File: src/rtl/color_sensor_meter_pkg.sv
// Shared codes and FSM types for the colour-frequency sensor front end.
package color_pkg;

  localparam logic [1:0] FILT_RED   = 2'b00;
  localparam logic [1:0] FILT_BLUE  = 2'b01;
  localparam logic [1:0] FILT_GREEN = 2'b11;
  localparam logic [1:0] FILT_CLEAR = 2'b10;

  localparam logic [2:0] COL_NONE  = 3'b000;
  localparam logic [2:0] COL_RED   = 3'b001;
  localparam logic [2:0] COL_BLUE  = 3'b010;
  localparam logic [2:0] COL_GREEN = 3'b100;

  typedef enum logic [2:0] {
    ST_IDLE,
    ST_SETTLE,
    ST_GATE,
    ST_LATCH,
    ST_CLASSIFY
  } state_e;

  typedef enum logic [1:0] {
    CH_R,
    CH_B,
    CH_G
  } ch_e;

endpackage

File: src/rtl/color_sensor_meter_edge_sync_counter.sv
// Synchronises an asynchronous square wave into clk and counts its rising
// edges in a saturating accumulator while count_en_i is high.
module edge_sync_counter #(
  parameter int COUNT_W = 20
) (
  input  logic               clk,
  input  logic               rst_n,
  input  logic               sig_i,
  input  logic               clear_i,
  input  logic               count_en_i,
  output logic [COUNT_W-1:0] count_o
);

  logic               sync1_q, sync2_q, sync3_q;
  logic               rise;
  logic [COUNT_W-1:0] acc_q, acc_d;

  assign rise = sync2_q & ~sync3_q;

  // Clear has priority so a new window always starts from zero.
  always_comb begin
    acc_d = acc_q;
    if (clear_i) begin
      acc_d = '0;
    end else if (count_en_i && rise && (acc_q != '1)) begin
      acc_d = acc_q + 1'b1;
    end
  end

  always_ff @(posedge clk or negedge rst_n) begin
    if (!rst_n) begin
      sync1_q <= 1'b0;
      sync2_q <= 1'b0;
      sync3_q <= 1'b0;
      acc_q   <= '0;
    end else begin
      sync1_q <= sig_i;
      sync2_q <= sync1_q;
      sync3_q <= sync2_q;
      acc_q   <= acc_d;
    end
  end

  assign count_o = acc_q;

endmodule

File: src/rtl/color_sensor_meter.sv
// TCS3200-style colour meter: steps the filter R->B->G, counts sensor edges
// over a gate window per channel, then publishes counts and dominant colour.
module color_sensor_meter
  import color_pkg::*;
#(
  parameter int         GATE_CYCLES   = 100000,
  parameter int         SETTLE_CYCLES = 1000,
  parameter int         COUNT_W       = 20,
  parameter int         MIN_COUNT     = 16,
  parameter int         MARGIN        = 4,
  parameter logic [1:0] SCALE         = 2'b11
) (
  input  logic               clk,
  input  logic               rst_n,
  input  logic               enable,
  input  logic               sensor_freq,
  output logic [1:0]         scale,
  output logic [1:0]         filter,
  output logic [COUNT_W-1:0] red_count,
  output logic [COUNT_W-1:0] blue_count,
  output logic [COUNT_W-1:0] green_count,
  output logic [2:0]         color,
  output logic               valid
);

  localparam int TMAX = (GATE_CYCLES > SETTLE_CYCLES) ? GATE_CYCLES : SETTLE_CYCLES;
  localparam int TW   = $clog2(TMAX) + 1;

  typedef logic [TW-1:0]    tmr_t;
  typedef logic [COUNT_W:0] ext_t;

  localparam tmr_t GATE_LAST   = tmr_t'(GATE_CYCLES - 1);
  localparam tmr_t SETTLE_LAST = tmr_t'((SETTLE_CYCLES > 0) ? SETTLE_CYCLES - 1 : 0);
  localparam ext_t MIN_E       = ext_t'(MIN_COUNT);
  localparam ext_t MARGIN_E    = ext_t'(MARGIN);

  state_e             state_q;
  ch_e                ch_q;
  tmr_t               timer_q;
  logic [1:0]         filter_q;
  logic [COUNT_W-1:0] red_sh_q, blue_sh_q;
  logic [COUNT_W-1:0] red_q, blue_q, green_q;
  logic [2:0]         color_q;
  logic               valid_q;
  logic [COUNT_W-1:0] acc;

  // Widened by one bit so Y+MARGIN never wraps.
  function automatic logic [2:0] classify(input logic [COUNT_W-1:0] r,
                                          input logic [COUNT_W-1:0] b,
                                          input logic [COUNT_W-1:0] g);
    ext_t       re, be, ge;
    logic [2:0] res;
    re  = {1'b0, r};
    be  = {1'b0, b};
    ge  = {1'b0, g};
    res = COL_NONE;
    if (re >= MIN_E && re > be + MARGIN_E && re > ge + MARGIN_E) res = COL_RED;
    if (be >= MIN_E && be > re + MARGIN_E && be > ge + MARGIN_E) res = COL_BLUE;
    if (ge >= MIN_E && ge > re + MARGIN_E && ge > be + MARGIN_E) res = COL_GREEN;
    return res;
  endfunction

  edge_sync_counter #(
    .COUNT_W (COUNT_W)
  ) u_counter (
    .clk        (clk),
    .rst_n      (rst_n),
    .sig_i      (sensor_freq),
    .clear_i    (state_q == ST_SETTLE),
    .count_en_i (state_q == ST_GATE),
    .count_o    (acc)
  );

  always_ff @(posedge clk or negedge rst_n) begin
    if (!rst_n) begin
      state_q   <= ST_IDLE;
      ch_q      <= CH_R;
      timer_q   <= '0;
      filter_q  <= FILT_RED;
      red_sh_q  <= '0;
      blue_sh_q <= '0;
      red_q     <= '0;
      blue_q    <= '0;
      green_q   <= '0;
      color_q   <= COL_NONE;
      valid_q   <= 1'b0;
    end else begin
      valid_q <= 1'b0;
      case (state_q)
        ST_IDLE: begin
          filter_q <= FILT_RED;
          if (enable) begin
            state_q <= ST_SETTLE;
            ch_q    <= CH_R;
            timer_q <= '0;
          end
        end
        ST_SETTLE: begin
          if (timer_q == SETTLE_LAST) begin
            timer_q <= '0;
            state_q <= ST_GATE;
          end else begin
            timer_q <= timer_q + 1'b1;
          end
        end
        ST_GATE: begin
          if (timer_q == GATE_LAST) begin
            timer_q <= '0;
            state_q <= ST_LATCH;
          end else begin
            timer_q <= timer_q + 1'b1;
          end
        end
        ST_LATCH: begin
          case (ch_q)
            CH_R: begin
              red_sh_q <= acc;
              ch_q     <= CH_B;
              filter_q <= FILT_BLUE;
              state_q  <= ST_SETTLE;
            end
            CH_B: begin
              blue_sh_q <= acc;
              ch_q      <= CH_G;
              filter_q  <= FILT_GREEN;
              state_q   <= ST_SETTLE;
            end
            default: begin
              // Green is consumed straight from the accumulator, which holds
              // until the next SETTLE, so results are visible during CLASSIFY.
              red_q   <= red_sh_q;
              blue_q  <= blue_sh_q;
              green_q <= acc;
              color_q <= classify(red_sh_q, blue_sh_q, acc);
              valid_q <= 1'b1;
              state_q <= ST_CLASSIFY;
            end
          endcase
        end
        ST_CLASSIFY: begin
          filter_q <= FILT_RED;
          ch_q     <= CH_R;
          timer_q  <= '0;
          state_q  <= enable ? ST_SETTLE : ST_IDLE;
        end
        default: state_q <= ST_IDLE;
      endcase
    end
  end

  assign scale       = SCALE;
  assign filter      = filter_q;
  assign red_count   = red_q;
  assign blue_count  = blue_q;
  assign green_count = green_q;
  assign color       = color_q;
  assign valid       = valid_q;

endmodule

File: config.mk
export PLATFORM = sky130hd
export DESIGN_NAME = color_sensor_meter
export DESIGN_NICKNAME = d
export VERILOG_FILES = /design/src/rtl/color_sensor_meter_pkg.sv /design/src/rtl/color_sensor_meter_edge_sync_counter.sv /design/src/rtl/color_sensor_meter.sv
export SDC_FILE = /design/constraint.sdc
export NUM_CORES = 1
export LEC_CHECK = 0
export BUFFER_PORTS_ARGS = -buffer_cell sky130_fd_sc_hd__buf_4
export CORE_ASPECT_RATIO = 0.75
export CORE_MARGIN = 1
export CORE_UTILIZATION = 30
export CTS_BUF_LIST = sky130_fd_sc_hd__clkbuf_2 sky130_fd_sc_hd__clkbuf_4 sky130_fd_sc_hd__clkbuf_8
export CTS_CLUSTER_SIZE = 24
export DETAILED_ROUTE_END_ITERATION = 12
export GPL_TIMING_DRIVEN = 0
export HOLD_SLACK_MARGIN = 0.03
export PLACE_DENSITY = 0.51
export SLEW_MARGIN = 25
export SYNTH_ARGS = -nofsm -noshare
export SYNTH_HDL_FRONTEND = slang
export SYNTH_SLANG_ARGS = --single-unit
File: constraint.sdc
create_clock -name clk -period 3.3 [get_ports clk]
set_input_delay 0.495 -clock clk [delete_from_list [all_inputs] [get_ports clk]]
set_output_delay 0.495 -clock clk [all_outputs]
set_load 0.005 [all_outputs]
# Word level (Yosys, flattened, before mapping)
# Index checks and enable logic that the tools add are counted.
# word_totals
wordCells,89
out_inout_bits,68
ff_bits,152
input_bits,4
# op_classes
n_eq_ne,12
reduce_logical,23
muxes,22
bitwise_logic,3
add_sub_neg,5
order_cmp,9
# ops
op,n
greater-than comparator 20 x 21 -> 1 bit,6
case mux 18 bit (4 select lines),1
"adder 20 x 3 -> 21 bit, second input constant",3
">= comparator 20 x 5 -> 1 bit, second input constant",3
two-way mux 18 bit,3
two-way mux 20 bit,2
"adder 20 x 1 -> 20 bit, second input constant",1
"!= test 20 bit, second input constant",1
"adder 18 x 1 -> 18 bit, second input constant",1
"equality test 18 x 10 -> 1 bit, second input constant",1
"equality test 18 x 17 -> 1 bit, second input constant",1
two-way mux 3 bit,6
case mux 3 bit (5 select lines),1
case mux 2 bit (2 select lines),3
AND reduction 2 bit,5
logical AND 1 bit,8
"equality test 3 x 2 -> 1 bit, second input constant",2
"!= test 2 bit, second input constant",3
case mux 2 bit (3 select lines),1
AND reduction 3 bit,2
two-way mux 1 bit,4
nonzero test 2 bit,2
nonzero test 4 bit,1
OR reduction 2 bit,2
other kinds (10),11

# Depth between registers and ports, before layout
# logic_depth
depth_word,7
ltp_mapped,16
depth_no_buf,16

# Modules after synthesis
# Synthesis repeated with hierarchy kept, for this count alone.
# hier_totals
cells_unflattened,1128
area_unflattened_um2,10296.1
# modules_own_cells
module,instances,seq_area_each_um2,cells_per_inst,area_per_inst_um2
color_sensor_meter,1,3228.1,1013,9095.0
edge_sync_counter,1,575.6,115,1201.2

# Worst setup path before layout
# No wires, ideal clock.
# synth_timing
path_kind,register to register
from,reg blue_sh_q[4]
to,"reg color_q[0], in the netlist color[0]"
path_buffers,1
setup_slack_ns,-0.270
path_stages_with_launch,15
arrival_ns,3.467
synth_period_minus_slack_ns,3.570
required_time_ns,3.196
setup_ns,0.104
path_cell_list,dfrtp_1 buf_2 nand3_1 nor4_1 nand2_1 xor2_1 ha_1 nand4bb_1 or4_1 and4_1 o32ai_2 a21boi_1 o31a_1 o311a_1 o41ai_2
# synth_between
elab_chain_cells,7
word_cells_on_any_way,14
cone_classes,add/sub: 1; order compare: 5; mux: 3; reduce/logical: 5
# synth_lines
item,line,text
from (decl),color_sensor_meter.sv:41,"logic [COUNT_W-1:0] red_sh_q, blue_sh_q;"
from (signal assigned),color_sensor_meter.sv:81,blue_sh_q <= '0;
from (signal assigned),color_sensor_meter.sv:123,blue_sh_q <= acc;
adder 20 x 3 -> 21 bit,"color_sensor_meter.sv:57, color_sensor_meter.sv:59",
greater-than comparator 20 x 21 -> 1 bit,color_sensor_meter.sv:57,if (re >= MIN_E && re > be + MARGIN_E && re > ge + MARGIN_E) res = COL_RED;
logical AND 1 bit (2 in a row),color_sensor_meter.sv:57,
two-way mux 1 bit,color_sensor_meter.sv:57,
two-way mux 3 bit,color_sensor_meter.sv:58,if (be >= MIN_E && be > re + MARGIN_E && be > ge + MARGIN_E) res = COL_BLUE;
two-way mux 3 bit *,color_sensor_meter.sv:59,if (ge >= MIN_E && ge > re + MARGIN_E && ge > be + MARGIN_E) res = COL_GREEN;
to (signal assigned),color_sensor_meter.sv:134,"color_q <= classify(red_sh_q, blue_sh_q, acc);"
to (decl),color_sensor_meter.sv:43,logic [2:0] color_q;
# Every way passes the cells marked *; elsewhere a longest branch is shown, timed or not.
# A chain may end at the register's enable or synchronous reset.

# Worst setup path in the final report
# layout_timing
from,"reg u_counter.acc_q[9], in the netlist u_counter.count_o[9]"
to,"reg color_q[0], in the netlist color[0]"
# layout_between
elab_chain_cells,6
word_cells_on_any_way,13
cone_classes,add/sub: 1; order compare: 5; mux: 3; reduce/logical: 4
# layout_lines
item,line,text
from (decl),color_sensor_meter_edge_sync_counter.sv:16,"logic [COUNT_W-1:0] acc_q, acc_d;"
from (signal assigned),color_sensor_meter_edge_sync_counter.sv:35,acc_q <= '0;
from (signal assigned),color_sensor_meter_edge_sync_counter.sv:40,acc_q <= acc_d;
adder 20 x 3 -> 21 bit,"color_sensor_meter.sv:57, color_sensor_meter.sv:58",
greater-than comparator 20 x 21 -> 1 bit,color_sensor_meter.sv:57,
logical AND 1 bit,color_sensor_meter.sv:57,
two-way mux 1 bit,color_sensor_meter.sv:57,
two-way mux 3 bit,color_sensor_meter.sv:58,
two-way mux 3 bit *,color_sensor_meter.sv:59,
# Marked as above.

==> results.sh <==
export IMPL_startpoint_type="register"
export IMPL_cts_path_max_buffers=2
export IMPL_final_common_cell="nand2_1"
export IMPL_setup_tns_ps=-785
export IMPL_post_route_drc_count=0
export IMPL_p_per_area_nw_per_um2=279
export IMPL_syn_area_um2=10200
export IMPL_antenna_cells=0
export IMPL_finalSetupViolations=3
export IMPL_synth_edff_count=0
export IMPL_ys_warn_count=0
export IMPL_wl_per_cell_um=19.6
export IMPL_clk_latency_ps=490
export IMPL_drt_iter0_markers=768
export IMPL_grt_max_degree=71
export IMPL_criticalPathCategory="reg -> reg"
export IMPL_hold_viol=0
export IMPL_status="finished, violations left"
export IMPL_ant_nets=0
export IMPL_crit_path_max_fanout=10
export IMPL_drv_cap=0
export IMPL_antenna_found_initial=0
export IMPL_tightestPinTransition_ps=871
export IMPL_port_buffers=69
export IMPL_post_route_min_period_ps=3610
export IMPL_dpl_cell_count=1647
export IMPL_path_clk_slew_ps=90
export IMPL_boundaryPins=72
export IMPL_dp_hpwl_um=25500
export IMPL_num_fill_cells=3403
export IMPL_post_route_period_util_pct=109
export IMPL_num_rows=57
export IMPL_nets=1371
export IMPL_cts_buffers=17
export IMPL_layout_cells_non_filler=1711
export IMPL_syn_mean_instance_area_um2=8.97
export IMPL_drive_above_1_share_pct=19.5
export IMPL_syn_inst=1133
export IMPL_viasPerCell=5.13
export IMPL_relSlewSlack_pct=41.7
export IMPL_fmax_mhz=277
export IMPL_die_area_um2=34600
export IMPL_synthFlopType="dfrtp_1"
export IMPL_hold_class="in -> reg"
export IMPL_violations="setup timing"
export IMPL_gp_congestion=0.900
export IMPL_dr_pass1_iters=5
export IMPL_core_area_um2=32900
export IMPL_grt_overflow=0
export IMPL_wl_um=33600
export IMPL_grt_pass1_wl_um=51400
export IMPL_htreeDepth=4
export IMPL_grt_usage_pct=19.7
export IMPL_rsz0062_at_grt="true"
export IMPL_die_y_um=161
export IMPL_ys_ff_latch=152
export IMPL_syn_to_final_growth_pct=21.2
export IMPL_cp_required_ps=3680
export IMPL_tritoncts="done"
export IMPL_grt_pass1_vias=8418
export IMPL_vdd_drop_max_uv=195
export IMPL_p_leak_uw=0.00574
export IMPL_cts_sinks=152
export IMPL_fin_worst_skew_ps=13.7
export IMPL_vias=8781
export IMPL_worstPathArrival_ps=4000
export IMPL_slew_violations=0
export IMPL_synthArstFlopShare_pct=100
export IMPL_fp_dieW_um=215
export IMPL_fin_util_pct=37.5
export IMPL_fin_ws_ps=-313
export IMPL_cts_root_buffer="clkbuf_8"
export IMPL_start_util_pct=30.9
export IMPL_final_cell_mix="nand2_1, dfrtp_1, ha_1"
export IMPL_ys_seq_area_share_pct=37.4
export IMPL_fin_hold_ws_ps=99.9
export IMPL_synth_cell_type_count=69
export IMPL_cp_end_kind="register"
worst paths after layout:
path                                      start                 to  slack, ps  cells after the start
setup / recovery           u_counter.count_o[9]           color[0]       -310                     16
hold / removal                      sensor_freq  u_counter.sync1_q        100                      1
setup reg to reg           u_counter.count_o[9]           color[0]       -310                     16
hold reg to reg               u_counter.sync1_q  u_counter.sync2_q        360                      0
max in group asynchronous                 rst_n       blue_sh_q[9]       1900                      4
min in group asynchronous                 rst_n      blue_count[0]        430                      2
synth_stat cells (3+ instances only):
master	number	area (um2)
inv_1	30	113
a211oi_1	5	37.5
a21o_1	9	67.6
o21a_1	4	30.0
nor3b_1	3	22.5
and4_1	8	70.1
or3_1	10	62.6
dfrtp_1	152	3800
and3_1	9	56.3
nor4_1	24	150
xnor2_1	49	429
o21bai_1	3	22.5
ha_1	110	1380
nand2b_1	7	43.8
mux2_2	30	338
nand3b_1	3	22.5
nor2_1	73	274
nand4_1	32	200
xnor3_1	4	90.1
o31ai_1	8	60.1
a21oi_1	43	215
or4_1	5	37.5
a21boi_0	3	22.5
maj3_1	5	50.1
a31oi_1	3	18.8
nand2_1	223	837
nor2b_1	12	75.1
buf_1	4	15.0
xor2_1	33	289
o211ai_1	6	45.0
nor3_1	23	115
o21ai_0	66	330
nand3_1	37	185
and2_1	3	18.8
clkbuf_1	43	161
buf_2	10	50.1
worst max-delay path, cell delays in order (launching register included):
cell and delay, ps:
dfrtp_2 460, buf_6 180, nand2_1 100, nor4_4 370, nand2_2 160, nor2_4 140, nand3_1 160, xor2_2 230
ha_1 290, and4_1 250, nand2_1 70, nor3_1 190, nand4_1 120, o211ai_1 150, a21oi_1 110, o211a_1 190
o41ai_4 350
stage by stage:
| stage | setup slack, ps | power (uW) | instance area, um2 |
|---|---|---|---|
| after floorplan | -12.7 | 1900 | 10200 |
| after global routing | -416 | 3560 | 12300 |
| after global placement | -1160 | 1950 | 11300 |
| after CTS | -283 | 3480 | 12200 |
| after detailed placement | -1130 | 1960 | 11300 |
| final | -313 | 3430 | 12300 |
sequential cells by signal, summed over array words and instances (netlist names):
| signal | cells |
|---|---|
| blue_sh_q | 20 |
| blue_count | 20 |
| red_count | 20 |
| u_counter.count_o | 20 |
| u_counter.sync2_q | 1 |
| u_counter.sync1_q | 1 |
| filter | 2 |
| state_q | 3 |
| red_sh_q | 20 |
| valid | 1 |
| color | 3 |
| green_count | 20 |
| u_counter.sync3_q | 1 |
| timer_q | 18 |
| ch_q | 2 |
final cells by class:
| cell class | instances | area, um2 | share of cell area [%] |
|---|---|---|---|
| buffer | 59 | 327 | 2.65 |
| tap | 442 | 553 | 4.49 |
| multi-input combinational | 892 | 6260 | 50.8 |
| clock inverter | 11 | 141 | 1.15 |
| timing repair buffer | 105 | 838 | 6.81 |
| sequential | 152 | 3820 | 31.0 |
| inverter | 30 | 113 | 0.914 |
| clock buffer | 20 | 263 | 2.13 |
repair_timing:
| item | 4_1_cts | 5_1_grt |
|---|---|---|
| hold buffers | 1 | 0 |
| endpoints found under the setup margin | 4 | 19 |
| gates resized for setup | 71 | 11 |
| pin swaps | 9 | 9 |
| hold endpoints to repair | 27 | 0 |
| setup buffers | 29 | 4 |
per-layer routing:
| layer | up-vias | global-route usage (%) | routed length [um] |
|---|---|---|---|
| li1 | 4230 | - | - |
| met1 | 4292 | 31.3 | 18200 |
| met2 | 244 | 26.2 | 13000 |
| met3 | 15 | 5.01 | 2260 |
| met4 | 0 | 3.60 | 200 |
| met5 | - | 0 | 0 |
power breakdown:
part | leakage [uW] | internal, uW | total (uW) | switching, uW
Combinational | 0.00347 | 12.8 | 53.4 | 40.6
Clock | 0.000207 | 720 | 1520 | 795
Sequential | 0.00206 | 1860 | 1860 | 0.528
Total | 0.00574 | 2600 | 3430 | 836
logic make-up (layout without fill, tap and decap cells):
group | count (synthesis) | in the layout | synth area share, %
and+or+nand+nor | 485 | 485 | 23.0
AOI/OAI and AO/OA | 170 | 170 | 10.3
DFF | 152 | 152 | 37.4
adders and majority gates | 117 | 117 | 14.3
buffers and inverters | 90 | 225 | 3.53
xor gates and xnor gates | 86 | 86 | 7.95
muxes | 32 | 32 | 3.52
other | 1 | 2 | 0.0369
Power figures use the tool's default switching activity.
